--- config.mk ---
export PLATFORM = sky130hd
export DESIGN_NAME = pic_priority_resolver_flat
export DESIGN_NICKNAME = d
export VERILOG_FILES = /design/src/rtl/pic_pkg.sv /design/src/rtl/pic_priority_resolver_if.sv /design/src/rtl/pic_rot_encoder.sv /design/src/rtl/pic_priority_resolver.sv /design/src/flat_wrapper.sv
export SDC_FILE = /design/constraint.sdc
export NUM_CORES = 1
export LEC_CHECK = 0
export ABC_AREA = 1
export BUFFER_PORTS_ARGS = -buffer_cell sky130_fd_sc_hd__buf_2
export CELL_PAD_IN_SITES_DETAIL_PLACEMENT = 0
export CELL_PAD_IN_SITES_GLOBAL_PLACEMENT = 2
export CORE_ASPECT_RATIO = 1.1
export CORE_MARGIN = 2
export CORE_UTILIZATION = 32
export CTS_BUF_LIST = sky130_fd_sc_hd__clkbuf_8
export DETAILED_ROUTE_END_ITERATION = 8
export GPL_ROUTABILITY_DRIVEN = 0
export HOLD_SLACK_MARGIN = 0.06
export PLACE_DENSITY_LB_ADDON = 0.1
export SLEW_MARGIN = 5
export SYNTH_ARGS = -nofsm -noshare
export SYNTH_HDL_FRONTEND = slang
export SYNTH_SLANG_ARGS = --single-unit
--- constraint.sdc ---
create_clock -name clk -period 5 [get_ports clk]
set_input_delay 1 -clock clk [delete_from_list [all_inputs] [get_ports clk]]
set_output_delay 1 -clock clk [all_outputs]
set_load 0.05 [all_outputs]
--- src/rtl/pic_pkg.sv ---
// Shared types and helpers for the PIC request / in-service / priority stage.
package pic_pkg;

  localparam int NUM_LEVELS = 8;

  typedef enum logic [1:0] {
    ST_IDLE = 2'd0,
    ST_ACK1 = 2'd1,
    ST_GAP  = 2'd2,
    ST_ACK2 = 2'd3
  } ack_state_t;

  // OCW2 {R, SL, EOI}
  typedef enum logic [2:0] {
    OCW2_NOP0       = 3'b000,
    OCW2_NS_EOI     = 3'b001,
    OCW2_NOP2       = 3'b010,
    OCW2_SP_EOI     = 3'b011,
    OCW2_NOP4       = 3'b100,
    OCW2_ROT_NS_EOI = 3'b101,
    OCW2_SET_PRI    = 3'b110,
    OCW2_ROT_SP_EOI = 3'b111
  } ocw2_cmd_t;

  // 0 = highest priority, 7 = lowest (the level held in LP)
  function automatic logic [2:0] prio_rank(input logic [2:0] level, input logic [2:0] lp);
    return level - lp - 3'd1;
  endfunction

endpackage

--- src/rtl/pic_priority_resolver_if.sv ---
// Control/status bundle between the PIC control logic and the priority resolver.
interface pic_priority_resolver_if;
  import pic_pkg::*;

  logic [NUM_LEVELS-1:0] ir;
  logic                  ltim;
  logic [NUM_LEVELS-1:0] imr;
  logic                  aeoi;
  logic                  auto_rotate;
  logic                  init;
  logic                  ocw2_wr;
  logic [7:0]            ocw2;
  logic                  inta;
  logic                  intr;
  logic [NUM_LEVELS-1:0] highest;
  logic [NUM_LEVELS-1:0] irr_out;
  logic [NUM_LEVELS-1:0] isr_out;
  logic                  spurious;

  modport master (
    output ir, ltim, imr, aeoi, auto_rotate, init, ocw2_wr, ocw2, inta,
    input  intr, highest, irr_out, isr_out, spurious
  );

  modport slave (
    input  ir, ltim, imr, aeoi, auto_rotate, init, ocw2_wr, ocw2, inta,
    output intr, highest, irr_out, isr_out, spurious
  );

endinterface

--- src/rtl/pic_rot_encoder.sv ---
// Rotating priority encoder: finds the highest-priority set bit, scanning LP+1 .. LP.
module pic_rot_encoder
  import pic_pkg::*;
(
  input  logic [NUM_LEVELS-1:0] vec,
  input  logic [2:0]            lp,
  output logic                  valid,
  output logic [2:0]            level
);

  // Scan lowest to highest priority so the last hit is the winner.
  always_comb begin
    valid = 1'b0;
    level = 3'd0;
    for (int i = NUM_LEVELS; i >= 1; i--) begin
      if (vec[lp + 3'(i)]) begin
        valid = 1'b1;
        level = lp + 3'(i);
      end
    end
  end

endmodule

--- src/rtl/pic_priority_resolver.sv ---
// PIC request latch, in-service tracking, priority resolution and INTA sequencing.
//   state   | meaning
//   IDLE    | no acknowledge in progress
//   ACK1    | first INTA low; winner latched into HIGHEST/ISR
//   GAP     | between the two INTA pulses
//   ACK2    | second INTA low; AEOI applied on its trailing edge
module pic_priority_resolver
  import pic_pkg::*;
(
  input  logic                   clk,
  input  logic                   rst,
  pic_priority_resolver_if.slave bus
);

  ack_state_t            state, state_nxt;
  logic [NUM_LEVELS-1:0] irr, isr, ir_q, highest;
  logic [NUM_LEVELS-1:0] pending, irr_in, irr_nxt, isr_nxt, ack_set, eoi_clr;
  logic [2:0]            lp, lp_nxt, ack_level, pend_level, isr_level, ocw_l;
  logic                  pend_valid, isr_valid, int_req;
  logic                  intr, spurious;
  logic                  inta_s, inta_d, inta_fall, inta_rise;
  logic                  ack_start, ack_end;
  ocw2_cmd_t             cmd;
  logic                  ocw2_unused;

  assign pending     = irr & ~bus.imr;
  assign inta_fall   = inta_d & ~inta_s;
  assign inta_rise   = ~inta_d & inta_s;
  assign cmd         = ocw2_cmd_t'(bus.ocw2[7:5]);
  assign ocw_l       = bus.ocw2[2:0];
  assign ocw2_unused = ^bus.ocw2[4:3];

  pic_rot_encoder u_pend_enc (.vec(pending), .lp(lp), .valid(pend_valid), .level(pend_level));
  pic_rot_encoder u_isr_enc  (.vec(isr),     .lp(lp), .valid(isr_valid),  .level(isr_level));

  assign int_req = pend_valid &&
                   (!isr_valid || (prio_rank(pend_level, lp) < prio_rank(isr_level, lp)));

  always_ff @(posedge clk or posedge rst) begin
    if (rst)           state <= ST_IDLE;
    else if (bus.init) state <= ST_IDLE;
    else               state <= state_nxt;
  end

  always_comb begin
    state_nxt = state;
    ack_start = 1'b0;
    ack_end   = 1'b0;
    case (state)
      ST_IDLE: if (inta_fall) begin
        state_nxt = ST_ACK1;
        ack_start = 1'b1;
      end
      ST_ACK1: if (inta_rise) state_nxt = ST_GAP;
      ST_GAP:  if (inta_fall) state_nxt = ST_ACK2;
      ST_ACK2: if (inta_rise) begin
        state_nxt = ST_IDLE;
        ack_end   = 1'b1;
      end
      default: state_nxt = ST_IDLE;
    endcase
  end

  // EOI targets come from the registered ISR, so an acknowledge in the same
  // cycle is set first and never hides the level the EOI refers to.
  always_comb begin
    ack_set = '0;
    eoi_clr = '0;
    lp_nxt  = lp;
    if (ack_start && pend_valid) ack_set = 8'd1 << pend_level;
    if (ack_end && bus.aeoi && !spurious) begin
      eoi_clr = highest;
      if (bus.auto_rotate) lp_nxt = ack_level;
    end
    if (bus.ocw2_wr) begin
      case (cmd)
        OCW2_NS_EOI:     if (isr_valid) eoi_clr = eoi_clr | (8'd1 << isr_level);
        OCW2_SP_EOI:     eoi_clr = eoi_clr | (8'd1 << ocw_l);
        OCW2_ROT_NS_EOI: if (isr_valid) begin
          eoi_clr = eoi_clr | (8'd1 << isr_level);
          lp_nxt  = isr_level;
        end
        OCW2_ROT_SP_EOI: begin
          eoi_clr = eoi_clr | (8'd1 << ocw_l);
          lp_nxt  = ocw_l;
        end
        OCW2_SET_PRI:    lp_nxt = ocw_l;
        default:         ;
      endcase
    end
  end

  always_comb begin
    irr_in  = bus.ltim ? bus.ir : (bus.ir & (irr | ~ir_q));
    irr_nxt = irr_in & ~ack_set;
    isr_nxt = (isr | ack_set) & ~eoi_clr;
  end

  always_ff @(posedge clk or posedge rst) begin
    if (rst) begin
      irr       <= '0;
      isr       <= '0;
      ir_q      <= '0;
      lp        <= 3'd7;
      intr      <= 1'b0;
      highest   <= '0;
      spurious  <= 1'b0;
      ack_level <= 3'd0;
      inta_s    <= 1'b1;
      inta_d    <= 1'b1;
    end else begin
      inta_s <= bus.inta;
      inta_d <= inta_s;
      if (bus.init) begin
        irr       <= '0;
        isr       <= '0;
        ir_q      <= '0;
        lp        <= 3'd7;
        intr      <= 1'b0;
        highest   <= '0;
        spurious  <= 1'b0;
        ack_level <= 3'd0;
      end else begin
        ir_q <= bus.ir;
        irr  <= irr_nxt;
        isr  <= isr_nxt;
        lp   <= lp_nxt;
        intr <= ack_start ? 1'b0 : int_req;
        if (ack_start) begin
          highest   <= pend_valid ? (8'd1 << pend_level) : 8'h80;
          spurious  <= !pend_valid;
          ack_level <= pend_valid ? pend_level : 3'd7;
        end else if (ack_end) begin
          highest  <= '0;
          spurious <= 1'b0;
        end
      end
    end
  end

  assign bus.intr     = intr;
  assign bus.highest  = highest;
  assign bus.irr_out  = irr;
  assign bus.isr_out  = isr;
  assign bus.spurious = spurious;

endmodule

--- src/flat_wrapper.sv ---
// flat-port wrapper written by rule: the top's interface ports become plain ports
module pic_priority_resolver_flat import pic_pkg::*;
  (clk, rst, bus_ir, bus_ltim, bus_imr, bus_aeoi, bus_auto_rotate, bus_init, bus_ocw2_wr, bus_ocw2, bus_inta, bus_intr, bus_highest, bus_irr_out, bus_isr_out, bus_spurious);
  pic_priority_resolver_if bus_i ();
  input  logic clk;
  input  logic rst;
  input wire logic [$bits(bus_i.ir)-1:0] bus_ir;
  input wire logic [$bits(bus_i.ltim)-1:0] bus_ltim;
  input wire logic [$bits(bus_i.imr)-1:0] bus_imr;
  input wire logic [$bits(bus_i.aeoi)-1:0] bus_aeoi;
  input wire logic [$bits(bus_i.auto_rotate)-1:0] bus_auto_rotate;
  input wire logic [$bits(bus_i.init)-1:0] bus_init;
  input wire logic [$bits(bus_i.ocw2_wr)-1:0] bus_ocw2_wr;
  input wire logic [$bits(bus_i.ocw2)-1:0] bus_ocw2;
  input wire logic [$bits(bus_i.inta)-1:0] bus_inta;
  output wire logic [$bits(bus_i.intr)-1:0] bus_intr;
  output wire logic [$bits(bus_i.highest)-1:0] bus_highest;
  output wire logic [$bits(bus_i.irr_out)-1:0] bus_irr_out;
  output wire logic [$bits(bus_i.isr_out)-1:0] bus_isr_out;
  output wire logic [$bits(bus_i.spurious)-1:0] bus_spurious;
  assign bus_i.ir = bus_ir;
  assign bus_i.ltim = bus_ltim;
  assign bus_i.imr = bus_imr;
  assign bus_i.aeoi = bus_aeoi;
  assign bus_i.auto_rotate = bus_auto_rotate;
  assign bus_i.init = bus_init;
  assign bus_i.ocw2_wr = bus_ocw2_wr;
  assign bus_i.ocw2 = bus_ocw2;
  assign bus_i.inta = bus_inta;
  assign bus_intr = bus_i.intr;
  assign bus_highest = bus_i.highest;
  assign bus_irr_out = bus_i.irr_out;
  assign bus_isr_out = bus_i.isr_out;
  assign bus_spurious = bus_i.spurious;
  pic_priority_resolver u_core (.clk(clk), .rst(rst), .bus(bus_i));
endmodule
==> flow_metrics.env, run 1 <==
export IMPL_status="finished clean"
export IMPL_crit_chain="inv_2 > ha_1 > inv_1 > buf_4 > nand3_1 > and2_1 > nand2_1 > nand2_1 > inv_1 > nand2_1 > nand2_1 > nand2_1 > nand2_1 > nand2_1 > nand2_1 > nand2_2 > ha_1 > fa_1 > xnor2_1 > xor2_1 > ha_1 > a21oi_1 > a21oi_1 > nor3_1"
export IMPL_hold_viol=0
export IMPL_yosysWarnings=0
export IMPL_critPathMaxFanout=23
export IMPL_arrival_ns=4.21
export IMPL_fp_dieH_um=117
export IMPL_rr_startpoint="u_core.lp[0]$_DFF_PP1_"
export IMPL_synth_cells=595
export IMPL_critical_path_slowest_cell="dfstp_2"
export IMPL_vias=3913
export IMPL_maxCapViolCount=0
export IMPL_dieWidth_um=107
export IMPL_diodes=0
export IMPL_grt_pass1_wl_mm=19.6
export IMPL_vias_per_cell=4.89
export IMPL_path_class="flip-flop to flip-flop"
export IMPL_synthMuxAreaShare_pct=0
export IMPL_drt_antenna_violating_nets=0
export IMPL_r2r_cells=24
export IMPL_synthArstFlopShare_pct=100
export IMPL_synthSimpleGateAreaFrac_pct=39.8
export IMPL_antenna_found_initial=0
export IMPL_finalMaxSlewViolations=0
export IMPL_root_buffer="clkbuf_8"
export IMPL_slew_headroom_pct=61.8
export IMPL_seq_area_frac_synth_pct=29.6
export IMPL_worst_path_stages=24
export IMPL_cts_sinks=44
export IMPL_drt_initial_drc_count=189
export IMPL_wl_per_cell_um=14.7
export IMPL_synth_flop_cell="dfrtp_1"
export IMPL_clockBufferDepth=2
export IMPL_nNetsFinal=694
export IMPL_synth_xor_area_share_pct=2.04
export IMPL_cp_num_buf_inv=4
export IMPL_grt_usage_pct=19.7
export IMPL_min_path_cells=0
export IMPL_post_cts_resized=0
export IMPL_layout_common_cells="nand2_1 (207), nand3_1 (97), inv_1 (80), buf_2 (55), dfrtp_1 (39)"
export IMPL_required_ns=5.23
export IMPL_syn_to_final_growth_pct=13.4
export IMPL_ctsHoldBuffers=0
export IMPL_synth_top_family_by_area="simple AND/OR/NAND/NOR gates"
export IMPL_cts_buffers=5
export IMPL_insertion_delay_ns=0.31
export IMPL_core_area_um2=11400
export IMPL_synth_compound_area_share_pct=12.3
export IMPL_place_hpwl_mm=9.46
export IMPL_path_delay_family="adder cells"
export IMPL_ioPinCount=58
export IMPL_dr_pass1_iters=4
export IMPL_ys_ff_latch=44
export IMPL_power_density_nw_per_um2=346
export IMPL_worst_pin_slew_ns=0.571
export IMPL_setup_tns_ns=0
export IMPL_path_common_cell="nand2_1"
export IMPL_p_total_uw=1470
export IMPL_setup_viol=0
export IMPL_rows=41
export IMPL_clkTransAtPathRegs_ns=0.09
export IMPL_synth_edf_count=0
export IMPL_fin_skew_ns=0.00794
export IMPL_period_share_pct=79.7
export IMPL_syn_area_um2=3740
export IMPL_first_global_vias=3817
export IMPL_cp_end_kind="flip-flop"
export IMPL_critPathMaxStageDelay_ns=0.54
export IMPL_hold_path_startpoint="u_core.inta_s$_DFF_PP1_"
export IMPL_drt_wl_total_mm=11.8
export IMPL_clock_fmax_ghz=0.251
export IMPL_drcViolationCount=0
export IMPL_setup_worst_path_start="u_core.lp[0]$_DFF_PP1_"
export IMPL_synth_distinct_cells=35
export IMPL_period_minus_slack_ns=3.98
export IMPL_hold_slack_ns=0.387
export IMPL_grt_overflow_total=0
export IMPL_grt_setup_unrepaired="no"
export IMPL_leakage_uw=0.00245
export IMPL_hold_class="flip-flop to flip-flop"
export IMPL_postCtsSetupBuffers=0
export IMPL_syn_avg_cell_area_um2=6.28
export IMPL_cts_htree_levels=2
export IMPL_grt_max_degree=45
export IMPL_syn_nets=639
export IMPL_peakVddDrop_uv=165
export IMPL_r2r_slack_ns=1.02
export IMPL_cts_tree="yes"
export IMPL_crit_path_start_kind="flip-flop"
export IMPL_drive_above_1_share_pct=15.2
export IMPL_synthAdderAreaFrac_pct=4.42
export IMPL_start_util_pct=32.7
export IMPL_io_buffers=55
export IMPL_final_common_cell="nand2_1"
export IMPL_dieArea_um2=12600
-- cells by family (layout without fill, tap and decap cells) --
family	after synthesis	after routing
fa+ha+maj	12	12
compound gates	81	81
simple gates	349	349
xor+xnor	7	7
buf+inv	102	158
flops	44	44
-- metal layers --
metal | wire length (µm) | vias to the layer above | global-route usage, %
met3 | 339 | 10 | 2.06
met4 | 133 | 0 | 3.65
met2 | 5790 | 76 | 33.2
met5 | 0 | - | 0
met1 | 5540 | 1818 | 27.2
li1 | - | 2009 | -
-- power by group --
part	switching, µW	internal (µW)	total, µW
sequential	34.2	394	428
clock	129	112	241
combinational	551	249	800
-- worst paths after layout --
path                                              to
setup / recovery           u_core.bus.intr$_DFF_PP0_
hold / removal               u_core.inta_d$_DFF_PP1_
setup reg to reg           u_core.bus.intr$_DFF_PP0_
hold reg to reg              u_core.inta_d$_DFF_PP1_
max in group asynchronous     u_core.lp[0]$_DFF_PP1_
min in group asynchronous   u_core.ir_q[4]$_DFF_PP0_
-- cell usage after synthesis (all sizes together), types with 3 or more instances --
cell type,instances,area [µm²]
nand2,216,843
dfrtp,39,976
xor2,4,42.6
inv,88,330
dfstp,5,131
a21oi,34,181
ha,10,125
o22ai,3,18.8
buf,9,82.6
nor3,5,30.0
nor2,29,114
o211ai,4,30.0
o21ai,31,155
xnor2,3,33.8
a211oi,3,22.5
clkbuf,5,30.0
nand3,97,485
-- state kept, by name, summed over array words and instances (netlist names) --
signal,count
u_core.bus.isr_out,8
u_core.bus.highest,8
u_core.state,2
u_core.ack_level,3
u_core.lp,3
u_core.bus.spurious,1
u_core.bus.intr,1
u_core.inta_s,1
u_core.inta_d,1
u_core.ir_q,8
u_core.bus.irr_out,8
-- per-stage QoR --
| step | instances | area (µm²) | setup slack, ns | utilization, % |
|---|---|---|---|---|
| 4_1_cts | 801 | 4240 | 0.986 | 37.1 |
| 6_report | 801 | 4240 | 1.02 | 37.1 |
| 3_3_place_gp | 793 | 4140 | 1.02 | 36.2 |
| 5_1_grt | 801 | 4240 | 0.719 | 37.1 |
| 2_1_floorplan | 595 | 3740 | 1.30 | - |
| 3_5_place_dp | 793 | 4140 | 1.00 | 36.2 |
-- layout make-up --
| class | instances | area (µm²) |
|---|---|---|
| sequential | 44 | 1110 |
| multi-input combinational | 449 | 2190 |
| clock buffer | 6 | 82.6 |
| tap | 150 | 188 |
| fill | 1278 | 7200 |
| timing repair buffer | 62 | 328 |
| inverter | 88 | 330 |
| clock inverter | 2 | 15.0 |
(Power assumes the default switching activity.)
==> run 2, diff against run 1 <==
==> constraint.sdc (replaced) <==
create_clock -name clk -period 3.95 [get_ports clk]
set_input_delay 0.79 -clock clk [delete_from_list [all_inputs] [get_ports clk]]
set_output_delay 0.79 -clock clk [all_outputs]
set_load 0.05 [all_outputs]
==> run 2 against run 1 <==
Effect of this change: critical endpoint unchanged; register-to-register slack got worse by 0.78 ns; cell area is 5.3% higher; via count rose by 0.10%; worst setup slack worse by 0.78 ns; sequential power up 26%; critical path depth fell by 2.
==> flow_metrics.env, run 2 (same netlist as run 1, synthesis figures left out) <==
export IMPL_layout_common_cells="nand2_1 (201), nand3_1 (83), inv_1 (80), buf_2 (55), dfrtp_1 (39)"
export IMPL_ctsHoldBuffers=0
export IMPL_hold_viol=0
export IMPL_start_util_pct=32.7
export IMPL_critPathMaxFanout=7
export IMPL_r2r_slack_ns=0.24
export IMPL_period_share_pct=94.0
export IMPL_clock_fmax_ghz=0.269
export IMPL_dieArea_um2=12600
export IMPL_power_density_nw_per_um2=427
export IMPL_arrival_ns=3.93
export IMPL_wl_per_cell_um=14.9
export IMPL_cts_tree="yes"
export IMPL_grt_overflow_total=0
export IMPL_hold_slack_ns=0.384
export IMPL_dieWidth_um=107
export IMPL_cts_htree_levels=2
export IMPL_drt_initial_drc_count=190
export IMPL_insertion_delay_ns=0.30
export IMPL_setup_viol=0
export IMPL_drive_above_1_share_pct=20.4
export IMPL_grt_pass1_wl_mm=19.5
export IMPL_placedCellCount=796
export IMPL_antenna_found_initial=0
export IMPL_path_class="flip-flop to flip-flop"
export IMPL_drcViolationCount=0
export IMPL_fin_skew_ns=0.00719
export IMPL_cts_sinks=44
export IMPL_status="finished clean"
export IMPL_worst_pin_slew_ns=0.590
export IMPL_leakage_uw=0.00255
export IMPL_hold_class="flip-flop to flip-flop"
export IMPL_peakVddDrop_uv=245
export IMPL_root_buffer="clkbuf_8"
export IMPL_maxCapViolCount=0
export IMPL_final_common_cell="nand2_1"
export IMPL_drt_wl_total_mm=12.1
export IMPL_setup_worst_path_start="u_core.lp[1]$_DFF_PP1_"
export IMPL_rows=41
export IMPL_syn_to_final_growth_pct=19.3
export IMPL_cts_buffers=5
export IMPL_vias=3917
export IMPL_ioPinCount=58
export IMPL_rr_startpoint="u_core.lp[1]$_DFF_PP1_"
export IMPL_dr_pass1_iters=5
export IMPL_period_minus_slack_ns=3.71
export IMPL_final_cells=812
export IMPL_crit_path_start_kind="flip-flop"
export IMPL_fp_dieH_um=117
export IMPL_clkTransAtPathRegs_ns=0.09
export IMPL_grt_usage_pct=19.6
export IMPL_place_hpwl_mm=9.67
export IMPL_finalMaxSlewViolations=0
export IMPL_slew_headroom_pct=60.5
export IMPL_core_area_um2=11400
export IMPL_diodes=0
export IMPL_first_global_vias=3832
export IMPL_clockBufferDepth=2
export IMPL_hold_path_startpoint="u_core.inta_s$_DFF_PP1_"
export IMPL_grt_max_degree=45
export IMPL_vias_per_cell=4.82
export IMPL_cp_end_kind="flip-flop"
export IMPL_io_buffers=55
export IMPL_nNetsFinal=705
export IMPL_drt_antenna_violating_nets=0
export IMPL_required_ns=4.17
[run 2: routing by layer]
layer	wire length [µm]	up-vias	track usage, %
li1	-	2032	-
met5	0	-	0
met3	238	8	1.83
met1	5750	1830	27.4
met4	106	0	3.57
met2	6040	47	33.0
[run 2: final timing paths]
path | to | cells after the start
max in group asynchronous | u_core.bus.isr_out[7]$_DFF_PP0_ | 3
min in group asynchronous | u_core.state[0]$_DFFE_PP0P_ | 3
max | u_core.bus.intr$_DFF_PP0_ | 22
max reg2reg | u_core.bus.intr$_DFF_PP0_ | 22
min reg2reg | u_core.inta_d$_DFF_PP1_ | 0
min | u_core.inta_d$_DFF_PP1_ | 0
[run 2: worst max-delay path, cell delays in order, from the launching register on]
cell        delay (ns)
dfstp_2           0.54
inv_1             0.07
ha_4              0.31
clkinvlp_4        0.21
buf_6             0.19
nand3_2           0.08
nand3_2           0.10
nand2_2           0.11
inv_2             0.05
nand2_1           0.05
nand2_1           0.05
nand2_1           0.06
nand2_1           0.06
nand2_2           0.07
nand2_4           0.08
ha_1              0.20
fa_2              0.36
xnor2_2           0.15
xor2_1            0.16
ha_1              0.30
a21oi_1           0.15
a21oi_1           0.09
nor3_1            0.20
[run 2: repair_timing]
action / in CTS / in global routing
setup endpoints to repair: 0 / 1
setup buffers: 0 / 7
resized for setup: 0 / 32
[run 2: power breakdown]
part / total, µW / internal (µW) / leakage [µW] / switching (µW)
clock: 276 / 121 / 0.0000453 / 155
sequential: 540 / 498 / 0.000577 / 42.2
combinational: 1090 / 362 / 0.00193 / 725
[run 2: cell type report]
type | instances | area [µm²]
Clock buffer | 5 | 68.8
Clock inverter | 3 | 16.3
Fill cell | 1274 | 6980
Inverter | 88 | 334
Multi-Input combinational cell | 449 | 2310
Sequential cell | 44 | 1110
Tap cell | 150 | 188
Timing Repair Buffer | 72 | 427
Timing Repair inverter | 1 | 7.51
[run 2: metrics by stage]
stage | util (%) | setup slack, ns | TNS [ns] | area, µm² | power [µW]
2_1_floorplan | - | 0.250 | 0 | 3740 | 1310
3_3_place_gp | 36.4 | 0.145 | 0 | 4160 | 1570
3_5_place_dp | 36.4 | 0.0578 | 0 | 4160 | 1580
4_1_cts | 37.1 | 0.0365 | 0 | 4250 | 1860
5_1_grt | 39.0 | -0.00177 | -0.00177 | 4460 | 2080
6_report | 39.0 | 0.237 | 0 | 4460 | 1900
